`config.mk`:
```
export PLATFORM = sky130hd
export DESIGN_NAME = ramp_adc_ctrl_flat
export DESIGN_NICKNAME = d
export VERILOG_FILES = /design/src/rtl/ramp_adc_ctrl_pkg.sv /design/src/rtl/ramp_adc_ctrl_if.sv /design/src/rtl/ramp_adc_ctrl_channel.sv /design/src/rtl/ramp_adc_ctrl.sv /design/src/flat_wrapper.sv
export SDC_FILE = /design/constraint.sdc
export NUM_CORES = 1
export LEC_CHECK = 0
export ABC_AREA = 1
export CAP_MARGIN = 25
export CORE_UTILIZATION = 45
export CTS_CLUSTER_SIZE = 14
export DETAILED_ROUTE_END_ITERATION = 8
export MAX_ROUTING_LAYER = met4
export PLACE_DENSITY_LB_ADDON = 0.25
export REMOVE_ABC_BUFFERS = 1
export SKIP_CTS_REPAIR_TIMING = 1
export SLEW_MARGIN = 20
export SYNTH_ARGS = -nofsm -noshare
export SYNTH_HDL_FRONTEND = slang
export SYNTH_HIERARCHICAL = 1
export SYNTH_SLANG_ARGS = --single-unit
```
`constraint.sdc`:
```
create_clock -name clk -period 1.5 [get_ports clk]
set_input_delay 0.15 -clock clk [delete_from_list [all_inputs] [get_ports clk]]
set_output_delay 0.15 -clock clk [all_outputs]
set_load 0.02 [all_outputs]
```
`src/rtl/ramp_adc_ctrl_pkg.sv`:
```
// Shared types and helpers for the single-slope ramp ADC controller.
package ramp_adc_pkg;

  // Controller states.
  typedef enum logic [1:0] {
    IDLE = 2'd0,
    RAMP = 2'd1,
    DONE = 2'd2
  } state_e;

  // Width of the flattened per-channel result bus.
  function automatic int bus_width(input int channels, input int width);
    return channels * width;
  endfunction

endpackage

```
`src/rtl/ramp_adc_ctrl_if.sv`:
```
// Bus between the ADC controller and its user: conversion request,
// comparator inputs, ramp drive and conversion results.
//
// Protocol: start is a level request with no ready; it is only sampled
// while the controller is idle (busy=0) and ignored otherwise. busy is high
// from the first RAMP cycle through the DONE cycle; done pulses for exactly
// one cycle, and codes/overflow are valid from that cycle until the edge
// that accepts the next start.
interface ramp_adc_ctrl_if
  import ramp_adc_pkg::*;
#(
  parameter int WIDTH    = 8,
  parameter int CHANNELS = 4
);
  logic                                     start;
  logic [CHANNELS-1:0]                      cmp;
  logic                                     ramp_en;
  logic [WIDTH-1:0]                         ramp_code;
  logic                                     busy;
  logic                                     done;
  logic [bus_width(CHANNELS, WIDTH)-1:0]    codes;
  logic [CHANNELS-1:0]                      overflow;

  // Side that requests conversions and consumes results.
  modport master (
    output start, cmp,
    input  ramp_en, ramp_code, busy, done, codes, overflow
  );

  // The controller itself.
  modport slave (
    input  start, cmp,
    output ramp_en, ramp_code, busy, done, codes, overflow
  );
endinterface

```
`src/rtl/ramp_adc_ctrl_channel.sv`:
```
// One comparator channel: latches the ramp code at its first trip and
// reports overflow if it never tripped before the conversion ended.
module ramp_adc_channel #(
  parameter int WIDTH    = 8,
  parameter int MAX_CODE = 2**WIDTH - 1
) (
  input  logic             clk,
  input  logic             reset,
  input  logic             clear_i,     // new conversion accepted
  input  logic             sample_i,    // controller is ramping
  input  logic             finalize_i,  // last ramp cycle
  input  logic             cmp_i,
  input  logic [WIDTH-1:0] ramp_code_i,
  output logic             hit_o,       // latched already or latching now
  output logic [WIDTH-1:0] code_o,
  output logic             overflow_o
);

  localparam logic [WIDTH-1:0] MAX_Q = WIDTH'(MAX_CODE);

  logic             latched_q, latched_d;
  logic [WIDTH-1:0] code_q, code_d;
  logic             overflow_q, overflow_d;

  // Capture on first trip; a trip on the final cycle beats the overflow fill.
  always_comb begin
    latched_d  = latched_q;
    code_d     = code_q;
    overflow_d = overflow_q;
    if (clear_i) begin
      latched_d  = 1'b0;
      code_d     = '0;
      overflow_d = 1'b0;
    end else if (sample_i && !latched_q) begin
      if (cmp_i) begin
        latched_d = 1'b1;
        code_d    = ramp_code_i;
      end else if (finalize_i) begin
        code_d     = MAX_Q;
        overflow_d = 1'b1;
      end
    end
  end

  // Channel state registers.
  always_ff @(posedge clk) begin
    if (reset) begin
      latched_q  <= 1'b0;
      code_q     <= '0;
      overflow_q <= 1'b0;
    end else begin
      latched_q  <= latched_d;
      code_q     <= code_d;
      overflow_q <= overflow_d;
    end
  end

  assign hit_o      = latched_q | (sample_i & cmp_i);
  assign code_o     = code_q;
  assign overflow_o = overflow_q;

endmodule

```
`src/rtl/ramp_adc_ctrl.sv`:
```
// Single-slope ADC controller: runs one shared digital ramp and lets each
// column channel capture the code at which its comparator first trips.
module ramp_adc_ctrl
  import ramp_adc_pkg::*;
#(
  parameter int WIDTH      = 8,
  parameter int CHANNELS   = 4,
  parameter int MAX_CODE   = 2**WIDTH - 1,
  parameter int EARLY_STOP = 0
) (
  input  logic              clk,
  input  logic              reset,
  ramp_adc_ctrl_if.slave    bus,
  output state_e            state_o   // debug view of the controller state
);

  localparam logic [WIDTH-1:0] MAX_Q = WIDTH'(MAX_CODE);
  localparam bit               ES    = (EARLY_STOP != 0);

  state_e           state_q, state_d;
  logic [WIDTH-1:0] ramp_code_q, ramp_code_d;

  logic                           accept;
  logic                           ramping;
  logic                           end_cond;
  logic                           finalize;
  logic [CHANNELS-1:0]            hit_w;
  logic [CHANNELS-1:0]            ovf_w;
  logic [CHANNELS-1:0][WIDTH-1:0] code_w;

  assign accept   = (state_q == IDLE) && bus.start;
  assign ramping  = (state_q == RAMP);
  // A channel tripping on the ending cycle still counts toward all-latched.
  assign end_cond = (ramp_code_q == MAX_Q) || (ES && (&hit_w));
  assign finalize = ramping && end_cond;

  // State register.
  always_ff @(posedge clk) begin
    if (reset) begin
      state_q     <= IDLE;
      ramp_code_q <= '0;
    end else begin
      state_q     <= state_d;
      ramp_code_q <= ramp_code_d;
    end
  end

  // Next-state and ramp counter; the counter freezes on the last ramp code.
  always_comb begin
    state_d     = state_q;
    ramp_code_d = ramp_code_q;
    case (state_q)
      IDLE: begin
        if (bus.start) begin
          state_d     = RAMP;
          ramp_code_d = '0;
        end
      end
      RAMP: begin
        if (end_cond) state_d = DONE;
        else          ramp_code_d = ramp_code_q + WIDTH'(1);
      end
      DONE:    state_d = IDLE;
      default: state_d = IDLE;
    endcase
  end

  // Outputs decoded from registered state only.
  always_comb begin
    bus.ramp_en = 1'b0;
    bus.busy    = 1'b0;
    bus.done    = 1'b0;
    case (state_q)
      RAMP: begin
        bus.ramp_en = 1'b1;
        bus.busy    = 1'b1;
      end
      DONE: begin
        bus.busy = 1'b1;
        bus.done = 1'b1;
      end
      default: ;
    endcase
  end

  for (genvar c = 0; c < CHANNELS; c++) begin : g_ch
    ramp_adc_channel #(
      .WIDTH    (WIDTH),
      .MAX_CODE (MAX_CODE)
    ) u_ch (
      .clk         (clk),
      .reset       (reset),
      .clear_i     (accept),
      .sample_i    (ramping),
      .finalize_i  (finalize),
      .cmp_i       (bus.cmp[c]),
      .ramp_code_i (ramp_code_q),
      .hit_o       (hit_w[c]),
      .code_o      (code_w[c]),
      .overflow_o  (ovf_w[c])
    );
  end

  assign bus.ramp_code = ramp_code_q;
  assign bus.codes     = code_w;
  assign bus.overflow  = ovf_w;
  assign state_o       = state_q;

endmodule

```
`src/flat_wrapper.sv`:
```
// flat-port wrapper written by rule: the top's interface ports become plain ports
module ramp_adc_ctrl_flat import ramp_adc_pkg::*;
#(
  parameter int WIDTH      = 8,
  parameter int CHANNELS   = 4,
  parameter int MAX_CODE   = 2**WIDTH - 1,
  parameter int EARLY_STOP = 0
)
  (clk, reset, state_o, bus_start, bus_cmp, bus_ramp_en, bus_ramp_code, bus_busy, bus_done, bus_codes, bus_overflow);
  ramp_adc_ctrl_if #(.WIDTH(WIDTH), .CHANNELS(CHANNELS)) bus_i ();
  input  logic clk;
  input  logic reset;
  output state_e state_o;
  input wire logic [$bits(bus_i.start)-1:0] bus_start;
  input wire logic [$bits(bus_i.cmp)-1:0] bus_cmp;
  output wire logic [$bits(bus_i.ramp_en)-1:0] bus_ramp_en;
  output wire logic [$bits(bus_i.ramp_code)-1:0] bus_ramp_code;
  output wire logic [$bits(bus_i.busy)-1:0] bus_busy;
  output wire logic [$bits(bus_i.done)-1:0] bus_done;
  output wire logic [$bits(bus_i.codes)-1:0] bus_codes;
  output wire logic [$bits(bus_i.overflow)-1:0] bus_overflow;
  assign bus_i.start = bus_start;
  assign bus_i.cmp = bus_cmp;
  assign bus_ramp_en = bus_i.ramp_en;
  assign bus_ramp_code = bus_i.ramp_code;
  assign bus_busy = bus_i.busy;
  assign bus_done = bus_i.done;
  assign bus_codes = bus_i.codes;
  assign bus_overflow = bus_i.overflow;
  ramp_adc_ctrl #(.WIDTH(WIDTH), .CHANNELS(CHANNELS), .MAX_CODE(MAX_CODE), .EARLY_STOP(EARLY_STOP)) u_core (.clk(clk), .reset(reset), .bus(bus_i), .state_o(state_o));
endmodule
```
==> results of run 1 <==
-- power breakdown --
group          total, mW  switching, mW  internal (mW)
registers           1.43         0.0385           1.39
clock network      0.954          0.457          0.496
logic              0.872          0.506          0.366
total               3.25           1.00           2.25
-- per-stage QoR --
step,instance area (um^2),setup TNS [ps],power [mW]
floorplan,2470,-16810,1.95
global placement,3310,-31.2,2.23
detailed placement,3310,-1070,2.25
CTS,3420,-3590,3.22
global route,3640,-190,3.44
finish,3640,0,3.25
-- cells in the final DEF (no fill, tap or decap), types with 2 or more instances in the layout --
| cell | count |
|---|---|
| nand2_1 | 109 |
| nor2_1 | 71 |
| inv_1 | 59 |
| dfxtp_1 | 46 |
| clkdlybuf4s50_1 | 42 |
| buf_4 | 21 |
| nor2_2 | 16 |
| nand3_1 | 14 |
| dlymetal6s2s_1 | 13 |
| nor2_4 | 11 |
| inv_2 | 9 |
| buf_6 | 8 |
| clkbuf_8 | 5 |
| nand2_2 | 5 |
| inv_4 | 4 |
| a21oi_1 | 4 |
| a21boi_2 | 4 |
| ha_4 | 3 |
| dfxtp_2 | 3 |
| clkinvlp_4 | 2 |
| nand2_4 | 2 |
| a21oi_4 | 2 |
| nand3_2 | 2 |
| ha_1 | 2 |
-- layer usage --
layer / GRT usage [%] / share of wire, % / up-vias / routed length (um)
li1: - / - / 1279 / -
met1: 24.3 / 44 / 1118 / 2710
met2: 37.9 / 51 / 57 / 3150
met3: 4.07 / 3.8 / 9 / 233
met4: 8.08 / 1.7 / 0 / 106
met5: - / 0 / - / 0
-- flip-flops by register name, indices dropped and copies added (netlist names) --
| signal | count |
|---|---|
| u_core/g_ch.u_ch/code_o | 32 |
| u_core/g_ch.u_ch/overflow_o | 4 |
| u_core/state_o | 2 |
| u_core/bus.ramp_code | 8 |
| u_core/g_ch.u_ch/latched_q | 4 |
-- cells by family (layout without fill, tap and decap cells) --
group | after synthesis | count (layout) | synth area share, %
fa+ha+maj | 5 | 5 | 2.53
xor+xnor | 1 | 1 | 0.354
simple gates | 233 | 233 | 41.5
compound gates | 13 | 13 | 4.25
flops | 50 | 50 | 40.4
buf+inv | 72 | 166 | 10.9
-- path summary, 6_finish.rpt --
path                             startpoint                             end
max                 u_core/bus.ramp_code[0]   u_core/g_ch[1].u_ch/code_o[7]
min          u_core/g_ch[0].u_ch/overflow_o  u_core/g_ch[0].u_ch/overflow_o
max reg2reg         u_core/bus.ramp_code[0]   u_core/g_ch[1].u_ch/code_o[7]
min reg2reg  u_core/g_ch[0].u_ch/overflow_o  u_core/g_ch[0].u_ch/overflow_o
-- final cells by class --
| type | count | area share, % |
|---|---|---|
| clock buffer | 5 | 1.89 |
| sequential | 50 | 27.7 |
| multi-input combinational | 252 | 35.7 |
| timing repair buffer | 85 | 23.0 |
| timing repair inverter | 1 | 0.172 |
| clock inverter | 3 | 1.24 |
| inverter | 72 | 7.84 |
| tap | 70 | 2.41 |
-- tightest hold or removal path, stage by stage, from the launching register on --
cell and delay [ps]:
dfxtp_1 320, inv_1 60, a21boi_2 50
==> results by group, run 1 <==
Outcome
  – Outcome: finished, final reports clean

CTS
  – Num CTS Buffers: 5
  – Max clock buf depth: 2
  – Clk_lat worst skew: 310 ps
  – CTS clk-pin slew, worst paths: 90 ps
  – Clk root buf: clkbuf_8
  – CTS tree: done
  – Max H-tree Level: 2
  – Sink Count: 50

Layout
  – Final nets: between 400 and 500
  – Area grow syn2layout: 47.0%
  – Utilization after layout: 69.9%
  – Layout cells sized above 1: between 20% and 30%
  – FILL cells: 450
  – Post-Layout Cell Count: 538
  – Reg area: 1010 um^2
  – Antenna Cells: 0
  – Multi-input gate area: 1300 um^2

STA
  – Final Setup Violations: 0
  – Fmax: 0.679 GHz
  – Tcrit/Tclk final: 98.2%
  – Min cycle time layout: about 1500 ps
  – RSZ-0062 raised after global routing: true
  – Max_slew headroom: 60.1%
  – Fin. Hold Viols: 0
  – Fin worst setup slack: 26.4 ps
  – Fin. max-slew vios: 0
  – Hold slack final: 461 ps
  – Worst Skew: 8.72 ps
  – Worst-margin pin slew: 597 ps

Run
  – Max-cap viol count: 0

Global routing
  – First-pass GRT wire length: 9.64 mm
  – Vias in the first global route: 2190
  – Initial antenna violation count: 0
  – GRT Util Overall: a little over a fifth
  – Largest net degree at the start of global routing: 17
  – GR Overflow Total: 0

Placed design
  – Cell count after placement: 525
  – Worst Setup Slack post-DPL: -52.3 ps
  – Port bufs: 55
  – Gpl congestion: a little over 0.9
  – Hpwl dp: 4.21 mm

Synth
  – Post-synth top cells: nand2_1 (111), nor2_1 (78), inv_1 (63)
  – Post-Synthesis Cells: roughly 370
  – Yosys top cell area share: 40.4%
  – Synth unique cells: 21
  – Yosys top cell by area: dfxtp_1
  – Ys flop type: dfxtp_1
  – Post-synthesis sequential area ratio: 40.4%
  – Most frequent cell after synthesis: nand2_1
  – Asr flop ratio synth: 0%
  – Post-synthesis area per instance: between 6 and 7 um^2
  – Seq cells post-synth: 50
  – EDFF count, synth: 0
  – Yosys warns: 6
  – Synth top area cells: dfxtp_1 (40%), nand2_1 (17%), nor2_1 (12%)
  – Mapped cell area: approximately 2500 um^2

Worst hold path
  – Worst hold path cell count: 2
  – Worst min path class: register to register

Setup path
  – Worst r2r path cells: 12
  – Worst-path maximum fanout: 4
  – R2R Setup Slk: 30 ps
  – Slowest CP cell: dfxtp_2
  – Delay-heaviest family, CP: simple AND/OR/NAND/NOR gates
  – CP dominant cell by count: nand2_1
  – Critical path class: register to register
  – CP cell instances: ha_4 -> nand2_4 -> nor2_4 -> nand3_4 -> inv_4 -> buf_6 -> inv_1 -> nand2_1 -> nand2_1 -> nand2_1 -> nand2_1 -> nor2_1
  – Cell depth of the worst setup path: 12
  – Worst EP arrival: about 1700 ps
  – Slowest cell delay on critical path: around 360 ps
  – Startpoint Class: register
  – Data required time at the worst endpoint: 1750 ps
  – Buf/Inv on CP: 3
  – CP endpoint kind: register

Drt
  – Detail Route Antenna Nets: 0
  – Final wirelength: 6.20 mm
  – DRC Markers: 0
  – Initial drt markers: 100
  – Vias per cell: about 4.6
  – Vias: 2463
  – WL/cell: between 10 and 15 um
  – Detailed-router iteration count before antenna repair: 4

Floorplanning
  – CORE AREA: 5200 um^2
  – Boundary pin count: 56
  – Full die area: approximately 5800 um^2
  – Starting Density: 47.5%
  – Die Height: 76.2 um
  – Die Wd: 76.2 um
  – Cell Rows: 26

Power
  – PwrDens: 895 nW/um^2
  – Leakage power total: 1.73 nW
  – Peak supply drop: 0.566 mV
Power figures use the tool's default switching activity.
==> run 2, diff against run 1 <==
--- a/config.mk
+++ b/config.mk
@@ -8,7 +8,6 @@
 export ABC_AREA = 1
 export CAP_MARGIN = 25
 export CORE_UTILIZATION = 45
-export CTS_CLUSTER_SIZE = 14
 export DETAILED_ROUTE_END_ITERATION = 8
 export MAX_ROUTING_LAYER = met4
 export PLACE_DENSITY_LB_ADDON = 0.25
==> results of run 2 <==
Same layout as run 1: the final DEF is identical, and so are final timing and power.
==> run 3, diff against run 2 <==
--- a/config.mk
+++ b/config.mk
@@ -7,6 +7,7 @@
 export LEC_CHECK = 0
 export ABC_AREA = 1
 export CAP_MARGIN = 25
+export CORE_ASPECT_RATIO = 0.5
 export CORE_UTILIZATION = 45
 export DETAILED_ROUTE_END_ITERATION = 8
 export MAX_ROUTING_LAYER = met4
==> results by group, run 3 (same netlist as run 1, synthesis figures left out) <==
Setup path
  – CP endpoint kind: register (unchanged)
  – Startpoint Class: register (unchanged)
  – Critical path class: register to register (unchanged)
  – Reg2reg end: u_core/bus.ramp_code[3] (was u_core/g_ch[1].u_ch/code_o[7])
  – Cell depth of the worst setup path: 9 (was 12)
  – Worst r2r path cells: 9 (was 12)
  – Slowest cell delay on critical path: 340 ps (was 360 ps)
  – Worst EP arrival: 1760 ps (was 1720 ps)
  – R2R Setup Slk: -20 ps (was 30 ps)
  – Delay-heaviest family, CP: simple AND/OR/NAND/NOR gates (unchanged)
  – CP cell instances: inv_4 -> ha_4 -> buf_6 -> inv_6 -> a21oi_4 -> nand3_1 -> nand2_1 -> nand3_1 -> inv_1 (was ha_4 -> nand2_4 -> nor2_4 -> nand3_4 -> inv_4 -> buf_6 -> inv_1 -> nand2_1 -> nand2_1 -> nand2_1 -> nand2_1 -> nor2_1)
  – Slowest CP cell: dfxtp_2 (unchanged)
  – Buf/Inv on CP: 4 (was 3)
  – Data required time at the worst endpoint: 1750 ps (about the same)
  – CP dominant cell by count: nand3_1 (was nand2_1)
  – Worst R2R Start: u_core/state_o[1] (was u_core/bus.ramp_code[0])
  – Worst-path maximum fanout: 7 (was 4)

Worst hold path
  – Worst min path class: register to register (unchanged)
  – Worst hold path cell count: 2 (unchanged)
  – Worst Hold End: u_core/g_ch[0].u_ch/overflow_o (unchanged)
  – Hold_sp: u_core/g_ch[0].u_ch/overflow_o (unchanged)

Drt
  – Final wirelength: 6.69 mm (was 6.20 mm)
  – Vias: 2539 (was 2463)
  – Detail Route Antenna Nets: 0 (unchanged)
  – Vias per cell: 4.71 (was 4.58)
  – WL/cell: 12.4 um (was 11.5 um)
  – DRC Markers: 0 (unchanged)
  – Detailed-router iteration count before antenna repair: 5 (was 4)
  – Initial drt markers: 151 (was 100)

Placed design
  – Worst Setup Slack post-DPL: -50.9 ps (was -52.3 ps)
  – Gpl congestion: 0.904 (was 0.930)
  – Area of placed instances: 3270 um^2 (was 3310 um^2)
  – Hpwl dp: 4.40 mm (was 4.21 mm)
  – Port bufs: 55 (unchanged)

CTS
  – CTS clk-pin slew, worst paths: 90 ps (about the same)
  – CTS tree: done (unchanged)
  – Clk_lat worst skew: 290 ps (was 310 ps)
  – Sink Count: 50 (unchanged)
  – Max clock buf depth: 2 (unchanged)
  – Clk root buf: clkbuf_8 (unchanged)
  – Num CTS Buffers: 5 (unchanged)
  – Max H-tree Level: 2 (unchanged)

Layout
  – Area grow syn2layout: 46.8% (was 47.0%)
  – FILL cells: 406 (was 450)
  – Multi-input gate area: 1320 um^2 (was 1300 um^2)
  – Commonest non-fill, non-tap cell in the layout: nand2_1 (unchanged)
  – Final nets: 480 (was 479)
  – Antenna Cells: 0 (unchanged)
  – Fin area: 3630 um^2 (was 3640 um^2)
  – Reg area: 1010 um^2 (unchanged)
  – Layout cells sized above 1: 20.9% (was 22.0%)
  – Most frequent cells in the layout: nand2_1 (108), nor2_1 (74), inv_1 (60), dfxtp_1 (46), clkdlybuf4s50_1 (42) (was nand2_1 (109), nor2_1 (71), inv_1 (59), dfxtp_1 (46), clkdlybuf4s50_1 (42))
  – Max reg flops: 32 (unchanged)

Global routing
  – Vias in the first global route: 2150 (was 2190)
  – GRT Util Overall: 21.7% (was 21.6%)
  – Largest net degree at the start of global routing: 15 (was 17)
  – Initial antenna violation count: 0 (unchanged)
  – First-pass GRT wire length: 9.34 mm (was 9.64 mm)
  – GR Overflow Total: 0 (unchanged)

Floorplanning
  – CORE AREA: 5110 um^2 (was 5200 um^2)
  – Full die area: 5820 um^2 (was 5800 um^2)
  – Starting Density: 48.4% (was 47.5%)
  – Cell Rows: 18 (was 26)
  – Die Height: 54.4 um (was 76.2 um)
  – Boundary pin count: 56 (unchanged)
  – Die Wd: 107 um (was 76.2 um)

STA
  – Min cycle time layout: 1520 ps (was 1470 ps)
  – Worst Skew: 4.31 ps (was 8.72 ps)
  – Fmax: 0.659 GHz (was 0.679 GHz)
  – Hold slack final: 459 ps (was 461 ps)
  – Final Setup Violations: 1 (was 0)
  – Tcrit/Tclk final: 101% (was 98.2%)
  – TNS Setup: -17.5 ps (was 0 ps)
  – Fin. max-slew vios: 0 (unchanged)
  – Fin. Hold Viols: 0 (unchanged)
  – Worst-margin pin slew: 344 ps (was 597 ps)
  – Max_slew headroom: 77.0% (was 60.1%)
  – RSZ-0062 raised after global routing: true (unchanged)
  – Fin worst setup slack: -17.5 ps (was 26.4 ps)

Outcome
  – Outcome: complete, but fails checks (was finished, final reports clean)
  – Failing checks: setup timing

Run
  – Max-cap viol count: 0 (unchanged)

Power
  – PwrDens: 868 nW/um^2 (was 895 nW/um^2)
  – Leakage power total: 1.71 nW (was 1.73 nW)
  – Peak supply drop: 0.524 mV (was 0.566 mV)
run 3: final cells by class:
type | instances | share of cell area, %
tap | 70 | 2.41
clock buffer | 7 | 2.38
timing repair buffer | 83 | 22.7
multi-input combinational | 255 | 36.3
timing repair inverter | 1 | 0.172
sequential | 50 | 27.8
inverter | 72 | 8.09
clock inverter | 1 | 0.138
run 3: worst reg2reg max path: cells and delay by family (launching register included):
kind | cells | cell delay (ps)
AND/OR/NAND/NOR | 3 | 360
flip-flops | 1 | 340
AO/OA/AOI/OAI | 1 | 320
buffers and inverters | 4 | 300
adder cells (fa/ha/maj) | 1 | 150
run 3: where the power goes:
| part | switching (mW) | leakage, nW | total [mW] | internal (mW) |
|---|---|---|---|---|
| sequential | 0.0406 | 0.407 | 1.43 | 1.39 |
| clock | 0.417 | 0.0482 | 0.790 | 0.373 |
| combinational | 0.539 | 1.26 | 0.933 | 0.394 |
| total | 0.997 | 1.71 | 3.15 | 2.16 |
run 3: how the worst max path moves through the flow:
stage / slack [ps] / start / endpoint
after floorplan: -410 / u_core/state_o[0] / u_core/g_ch[0].u_ch/code_o[0]
after global placement: 20 / u_core/state_o[1] / u_core/g_ch[1].u_ch/code_o[3]
after detailed placement: -50 / u_core/bus.ramp_code[1] / u_core/g_ch[2].u_ch/code_o[0]
after CTS: -320 / u_core/state_o[1] / bus_ramp_en
after global routing: -50 / u_core/state_o[0] / u_core/g_ch[0].u_ch/code_o[0]
final: -20 / u_core/state_o[1] / u_core/bus.ramp_code[3]
run 3: per-layer routing:
layer | GRT usage (%) | vias to the layer above | share of wire (%)
li1 | - | 1288 | -
met4 | 5.94 | 0 | 2.2
met2 | 39.7 | 89 | 49
met5 | - | - | 0
met3 | 4.40 | 14 | 5.6
met1 | 25.1 | 1148 | 43
run 3: stage by stage:
step	instances	util [%]	power, mW
2_1_floorplan	374	-	1.95
3_3_place_gp	518	63.9	2.21
3_5_place_dp	518	63.9	2.23
4_1_cts	526	65.7	3.02
5_1_grt	539	71.1	3.32
6_report	539	71.1	3.15
